## src/rtl/nanov_store_io.sv

```systemverilog
// nanov_store_io: decodes the nanoV serial store stream into a GPIO output register and a FIFO-fed 8N1 UART TX.
// Optional: define NANOV_GPIO_SET_CLR_EN to add GPIO_SET (select 2) and GPIO_CLR (select 3).
module nanov_store_io #(
   parameter int GPIO_WIDTH   = 8,
   parameter int FIFO_DEPTH   = 4,
   parameter int CLKS_PER_BIT = 32
) (
   input  logic                  clk,
   input  logic                  rstn,
   input  logic [31:0]           cpu_data,
   input  logic                  store_addr_out,
   input  logic                  store_data_out,
   output logic [GPIO_WIDTH-1:0] gpio_out,
   output logic                  uart_tx,
   output logic                  uart_busy,
   output logic                  uart_overflow
);
   localparam int PTR_W  = $clog2(FIFO_DEPTH);
   localparam int CNT_W  = PTR_W + 1;
   localparam int BAUD_W = $clog2(CLKS_PER_BIT);

   typedef enum logic [1:0] {S_IDLE, S_START, S_DATA, S_STOP} state_t;

   logic [31:0]           addr_q;
   logic                  addr_pending_q;
   logic [31:0]           wdata;
   logic                  data_take, hit;
   logic [1:0]            sel;
   logic                  wr_gpio, wr_uart;
   logic [GPIO_WIDTH-1:0] gpio_q;

   logic [7:0]            fifo_mem [FIFO_DEPTH];
   logic [PTR_W-1:0]      wr_ptr_q, rd_ptr_q;
   logic [CNT_W-1:0]      count_q;
   logic                  fifo_push, fifo_pop, fifo_drop, fifo_full, fifo_nonempty;
   logic                  overflow_q;

   state_t                state_q, state_d;
   logic [BAUD_W-1:0]     baud_q, baud_d;
   logic [2:0]            bit_q, bit_d;
   logic [7:0]            shift_q, shift_d;
   logic                  tx_q, tx_d, busy_q, bit_done;

   // The core serialises data MSB-first onto the bus, so the word arrives bit-reversed.
   genvar gi;
   generate
      for (gi = 0; gi < 32; gi++) begin : g_rev
         assign wdata[gi] = cpu_data[31-gi];
      end
   endgenerate

   assign data_take = store_data_out && addr_pending_q;
   assign hit       = (addr_q[31:24] == 8'h10);
   assign sel       = addr_q[3:2];
   assign wr_gpio   = data_take && hit && (sel == 2'd0);
   assign wr_uart   = data_take && hit && (sel == 2'd1);

`ifdef NANOV_GPIO_SET_CLR_EN
   logic wr_set, wr_clr;
   assign wr_set = data_take && hit && (sel == 2'd2);
   assign wr_clr = data_take && hit && (sel == 2'd3);
`endif

   // A data strobe consumes the old address before a same-cycle address strobe replaces it.
   always_ff @(posedge clk) begin
      if (!rstn) begin
         addr_q         <= '0;
         addr_pending_q <= 1'b0;
      end else if (store_addr_out) begin
         addr_q         <= cpu_data;
         addr_pending_q <= 1'b1;
      end else if (store_data_out) begin
         addr_pending_q <= 1'b0;
      end
   end

   always_ff @(posedge clk) begin
      if (!rstn)
         gpio_q <= '0;
      else if (wr_gpio)
         gpio_q <= wdata[GPIO_WIDTH-1:0];
`ifdef NANOV_GPIO_SET_CLR_EN
      else if (wr_set)
         gpio_q <= gpio_q | wdata[GPIO_WIDTH-1:0];
      else if (wr_clr)
         gpio_q <= gpio_q & ~wdata[GPIO_WIDTH-1:0];
`endif
   end

   assign fifo_full     = (count_q == CNT_W'(FIFO_DEPTH));
   assign fifo_nonempty = (count_q != '0);
   assign fifo_push     = wr_uart && (!fifo_full || fifo_pop);
   assign fifo_drop     = wr_uart && fifo_full && !fifo_pop;

   always_ff @(posedge clk) begin
      if (fifo_push)
         fifo_mem[wr_ptr_q] <= wdata[7:0];
   end

   always_ff @(posedge clk) begin
      if (!rstn) begin
         wr_ptr_q   <= '0;
         rd_ptr_q   <= '0;
         count_q    <= '0;
         overflow_q <= 1'b0;
      end else begin
         if (fifo_push)
            wr_ptr_q <= wr_ptr_q + PTR_W'(1);
         if (fifo_pop)
            rd_ptr_q <= rd_ptr_q + PTR_W'(1);
         if (fifo_push && !fifo_pop)
            count_q <= count_q + CNT_W'(1);
         else if (!fifo_push && fifo_pop)
            count_q <= count_q - CNT_W'(1);
         if (fifo_drop)
            overflow_q <= 1'b1;
      end
   end

   assign bit_done = (baud_q == BAUD_W'(CLKS_PER_BIT - 1));

   always_comb begin
      state_d  = state_q;
      baud_d   = baud_q;
      bit_d    = bit_q;
      shift_d  = shift_q;
      fifo_pop = 1'b0;
      tx_d     = 1'b1;
      case (state_q)
         S_IDLE: begin
            if (fifo_nonempty) begin
               fifo_pop = 1'b1;
               state_d  = S_START;
               baud_d   = '0;
            end
         end
         S_START: begin
            if (bit_done) begin
               state_d = S_DATA;
               baud_d  = '0;
               bit_d   = 3'd0;
            end else begin
               baud_d = baud_q + BAUD_W'(1);
            end
         end
         S_DATA: begin
            if (bit_done) begin
               baud_d  = '0;
               shift_d = {1'b0, shift_q[7:1]};
               if (bit_q == 3'd7)
                  state_d = S_STOP;
               else
                  bit_d = bit_q + 3'd1;
            end else begin
               baud_d = baud_q + BAUD_W'(1);
            end
         end
         default: begin
            // Chain straight into the next start bit so queued bytes go out back-to-back.
            if (bit_done) begin
               baud_d = '0;
               if (fifo_nonempty) begin
                  fifo_pop = 1'b1;
                  state_d  = S_START;
               end else begin
                  state_d = S_IDLE;
               end
            end else begin
               baud_d = baud_q + BAUD_W'(1);
            end
         end
      endcase
      case (state_d)
         S_START: tx_d = 1'b0;
         S_DATA:  tx_d = shift_d[0];
         default: tx_d = 1'b1;
      endcase
   end

   always_ff @(posedge clk) begin
      if (!rstn) begin
         state_q <= S_IDLE;
         baud_q  <= '0;
         bit_q   <= 3'd0;
         shift_q <= '0;
         tx_q    <= 1'b1;
         busy_q  <= 1'b0;
      end else begin
         state_q <= state_d;
         baud_q  <= baud_d;
         bit_q   <= bit_d;
         shift_q <= fifo_pop ? fifo_mem[rd_ptr_q] : shift_d;
         tx_q    <= tx_d;
         busy_q  <= fifo_nonempty || (state_q != S_IDLE);
      end
   end

   assign gpio_out      = gpio_q;
   assign uart_tx       = tx_q;
   assign uart_busy     = busy_q;
   assign uart_overflow = overflow_q;

   logic unused_bits;
   assign unused_bits = &{1'b0, addr_q[23:4], addr_q[1:0], wdata};
endmodule

```

## config.mk

```make
export PLATFORM = sky130hd
export DESIGN_NAME = nanov_store_io
export DESIGN_NICKNAME = d
export VERILOG_FILES = /design/src/rtl/nanov_store_io.sv
export SDC_FILE = /design/constraint.sdc
export NUM_CORES = 1
export LEC_CHECK = 0
export CELL_PAD_IN_SITES_DETAIL_PLACEMENT = 0
export CELL_PAD_IN_SITES_GLOBAL_PLACEMENT = 2
export CORE_MARGIN = 2
export CORE_UTILIZATION = 36
export CTS_BUF_LIST = sky130_fd_sc_hd__clkbuf_4 sky130_fd_sc_hd__clkbuf_8 sky130_fd_sc_hd__clkbuf_16
export DETAILED_ROUTE_END_ITERATION = 7
export GPL_ROUTABILITY_DRIVEN = 0
export GPL_TIMING_DRIVEN = 1
export PLACE_DENSITY_LB_ADDON = 0.1
export REMOVE_ABC_BUFFERS = 1
export SLEW_MARGIN = 20
export SYNTH_ARGS = -nofsm -noshare
export SYNTH_HDL_FRONTEND = slang
export SYNTH_SLANG_ARGS = --single-unit
```

## constraint.sdc

```tcl
create_clock -name clk -period 3.6 [get_ports clk]
set_input_delay 0.72 -clock clk [delete_from_list [all_inputs] [get_ports clk]]
set_output_delay 0.72 -clock clk [all_outputs]
set_load 0.005 [all_outputs]
```

==> metrics <==
Via density=5.04; Placed Cells=394; Ant. Diodes=0; row count=35; crit-path max cell delay=0.42 ns; crit-path most repeated cell=ha_1; Slew HR=56.6%; R2R Path Start=baud_q[0]$_SDFFE_PN0P_; setup_tns=0 ns; DP HPWL=4210 microns; Reg power frac=48.2%; Comb power frac=22.5%; leak pwr=0.00154 uW; Post-Synth Adder-Cell Area=3.97%; core area=9110 sq um; post-synthesis sequential area ratio=58.1%; class of the worst hold path=reg -> reg; Synth Area per Inst=12.5 sq um; die width=100 microns; vias in the first global route=2072; PostCTS Resize Cnt=0; internal power=1660 uW; async set-reset flop share out of synthesis=0%; synthesized instance count=268; WL per Instance=15.4 microns; Cell Pwr Density=616 nW/um^2; Die Ht=100 microns; Crit-path slowest cell=ha_1; R2R Path End=count_q[2]$_SDFFE_PN0P_; Final Hold Fails=0; Startpoint Class=flip-flop; Vias=2065; clock skew=0.0102 ns; DR iter-0 viols=80; synthesized area=3340 sq um; port bufs=24; Critical Path Sink Type=flip-flop; clock share of power=29.3%; WS Path Type=reg -> reg; largest net degree at the start of global routing=26; VDD IR max=0.356 mV; clk slew on worst S/H paths=0.09 ns; nets@finish=340; switching power=733 uW; Setup Viol. Count Final=0; initial antenna violation count=0; Post-Synth Simple-Gate Area=13.5%; ys flop type=dfxtp_1; CTS tree=yes; DP Worst Slack=0.312 ns; xor and xnor area share after synthesis=1.31%; Period minus WS final=2.99 ns; switching part of the total power=30.6%; H-tree levels=3; Initial Util=36.7%; worst r2r path cells=12; status=complete, no violations; Setup Buffers After CTS=0; Max-cap violations=0; layout cell share with drive strength beyond 1=12.4%; die area=10100 sq um; CP required=3.89 ns; clk root buf=clkbuf_8; first-pass GRT wire length=10500 microns; buffers and inverters on the worst path=1; final period utilization=83.1%; Top Ports=47; CP delay by family, top=adder cells; DRT Wirelength=6330 microns; Max Fclk=0.334 GHz; Layout Area Growth over Synthesis=16.4%; Hold Path Stages=1; Clock Sinks=81; multiplexer share of the synthesized area=14.4%; max-slew violation count=0; Seq cells post-synth=81; Worst Tran Pin Value=0.649 ns; RSZ-0062 raised after global routing=false; flop-to-flop setup slack=0.61 ns; Max clock buf depth=2; crit path cell chain=ha_1, and3_1, ha_1, nand3_1, nand4_1, and2_1, ha_1, inv_1, fa_1, xor2_1, or3_1, a21oi_1; Hold EP=baud_q[3]$_SDFFE_PN0P_; DRC viols=0; number of enable flip-flop cells after synthesis=32; hold buffers post-CTS=0; total grt overflow=0; largest family of logic cells by synthesized area=multiplexers; most common cell after layout, fill and taps aside=dfxtp_1; ANT nets after route=0; most frequent cells in the layout=dfxtp_1 (49), nor2_1 (43), edfxtp_1 (32); post-route setup slack=0.609 ns; worst path arrival time=3.28 ns; Unique masters post-synth=47; Finished Layout Cells=410; Hold Startpoint=baud_q[3]$_SDFFE_PN0P_; Synth warnings=0; TritonRoute pass-1 iters=4; cts bufs inserted=9; Crit Path Max Fanout=12; total global-route track usage=13.9%; Worst-Skew Late Latency=0.36 ns; compound-gate portion of the synthesized area=6.25%
-- worst max path at each step --
stage | from | endpoint | slack [ns] | depth (start not counted)
after floorplan | baud_q[0]$_SDFFE_PN0P_ | count_q[2]$_SDFFE_PN0P_ | 0.74 | 11
after global placement | store_data_out | count_q[2]$_SDFFE_PN0P_ | 0.33 | 10
after detailed placement | store_data_out | count_q[2]$_SDFFE_PN0P_ | 0.31 | 10
after CTS | baud_q[0]$_SDFFE_PN0P_ | count_q[2]$_SDFFE_PN0P_ | 0.66 | 12
after global routing | baud_q[0]$_SDFFE_PN0P_ | count_q[2]$_SDFFE_PN0P_ | 0.40 | 12
final | baud_q[0]$_SDFFE_PN0P_ | count_q[2]$_SDFFE_PN0P_ | 0.61 | 12
-- synthesized netlist by cell type, drive strengths merged (2+ instances only) --
| library cell | count | area (sq um) |
|---|---|---|
| a211oi | 7 | 57.6 |
| nor4b | 2 | 23.8 |
| nor2 | 45 | 174 |
| nor3 | 6 | 30.0 |
| nor3b | 2 | 15.0 |
| ha | 9 | 113 |
| or3 | 2 | 17.5 |
| and4 | 2 | 17.5 |
| xor2 | 5 | 43.8 |
| inv | 5 | 18.8 |
| mux2i | 30 | 300 |
| clkbuf | 5 | 18.8 |
| and3 | 6 | 37.5 |
| mux4 | 8 | 180 |
| o21ai | 7 | 46.3 |
| nand4 | 2 | 12.5 |
| nand3 | 7 | 40.0 |
| and3b | 2 | 17.5 |
| nand2 | 2 | 7.51 |
| a21oi | 10 | 50.1 |
| a22oi | 2 | 15.0 |
| o21a | 2 | 15.0 |
| nand3b | 2 | 15.0 |
| buf | 7 | 46.3 |
| dfxtp | 49 | 981 |
| edfxtp | 32 | 961 |
-- metrics by stage --
step           hold WS, ns  total power, uW  instance area, sq um  util, %
2_1_floorplan        0.414             1550                  3280        -
3_3_place_gp         0.441             1720                  3680     40.4
3_5_place_dp         0.440             1720                  3680     40.4
4_1_cts              0.452             2430                  3890     42.7
5_1_grt              0.472             2540                  3890     42.7
6_report             0.454             2400                  3890     42.7
-- sequential cells by signal (all words and copies together) (netlist names), 2 cells and up, named ones only --
register and cells:
addr_q 10, fifo_mem 32, bit_q 3, gpio_out 8
rd_ptr_q 2, shift_q 8, wr_ptr_q 2, state_q 2
count_q 3, baud_q 5
-- layout make-up --
class | count | area [sq um]
tap | 111 | 139
fill | 887 | 5220
multi-input combinational | 170 | 1320
clock buffer | 10 | 138
sequential | 81 | 1940
inverter | 5 | 18.8
clock inverter | 6 | 73.8
timing repair buffer | 27 | 263
-- metal layers --
layer  wire length, microns  global-route usage, %  vias to the layer above
met1                   3260                   19.1                      988
met4                    138                   7.59                        0
met3                    152                   2.72                       11
li1                       -                      -                     1036
met5                      0                      0                        -
met2                   2780                   20.7                       30
-- power by group through the flow --
stage | Combinational (uW) | Clock [uW] | Sequential [uW]
6_report | 539 | 702 | 1160
5_1_grt | 603 | 759 | 1180
4_1_cts | 544 | 727 | 1160
3_5_place_dp | 540 | 0 | 1180
3_3_place_gp | 538 | 0 | 1180
2_1_floorplan | 396 | 0 | 1150
-- cell families after synthesis --
kind of cell             count (synthesis)
multiplexers                            38
AO/OA/AOI/OAI                           31
AND/OR/NAND/NOR                         86
buffers and inverters                   17
adder cells (fa/ha/maj)                 10
flip-flops                              81
XOR/XNOR                                 5
No activity file was read; power rests on OpenSTA's default activity.
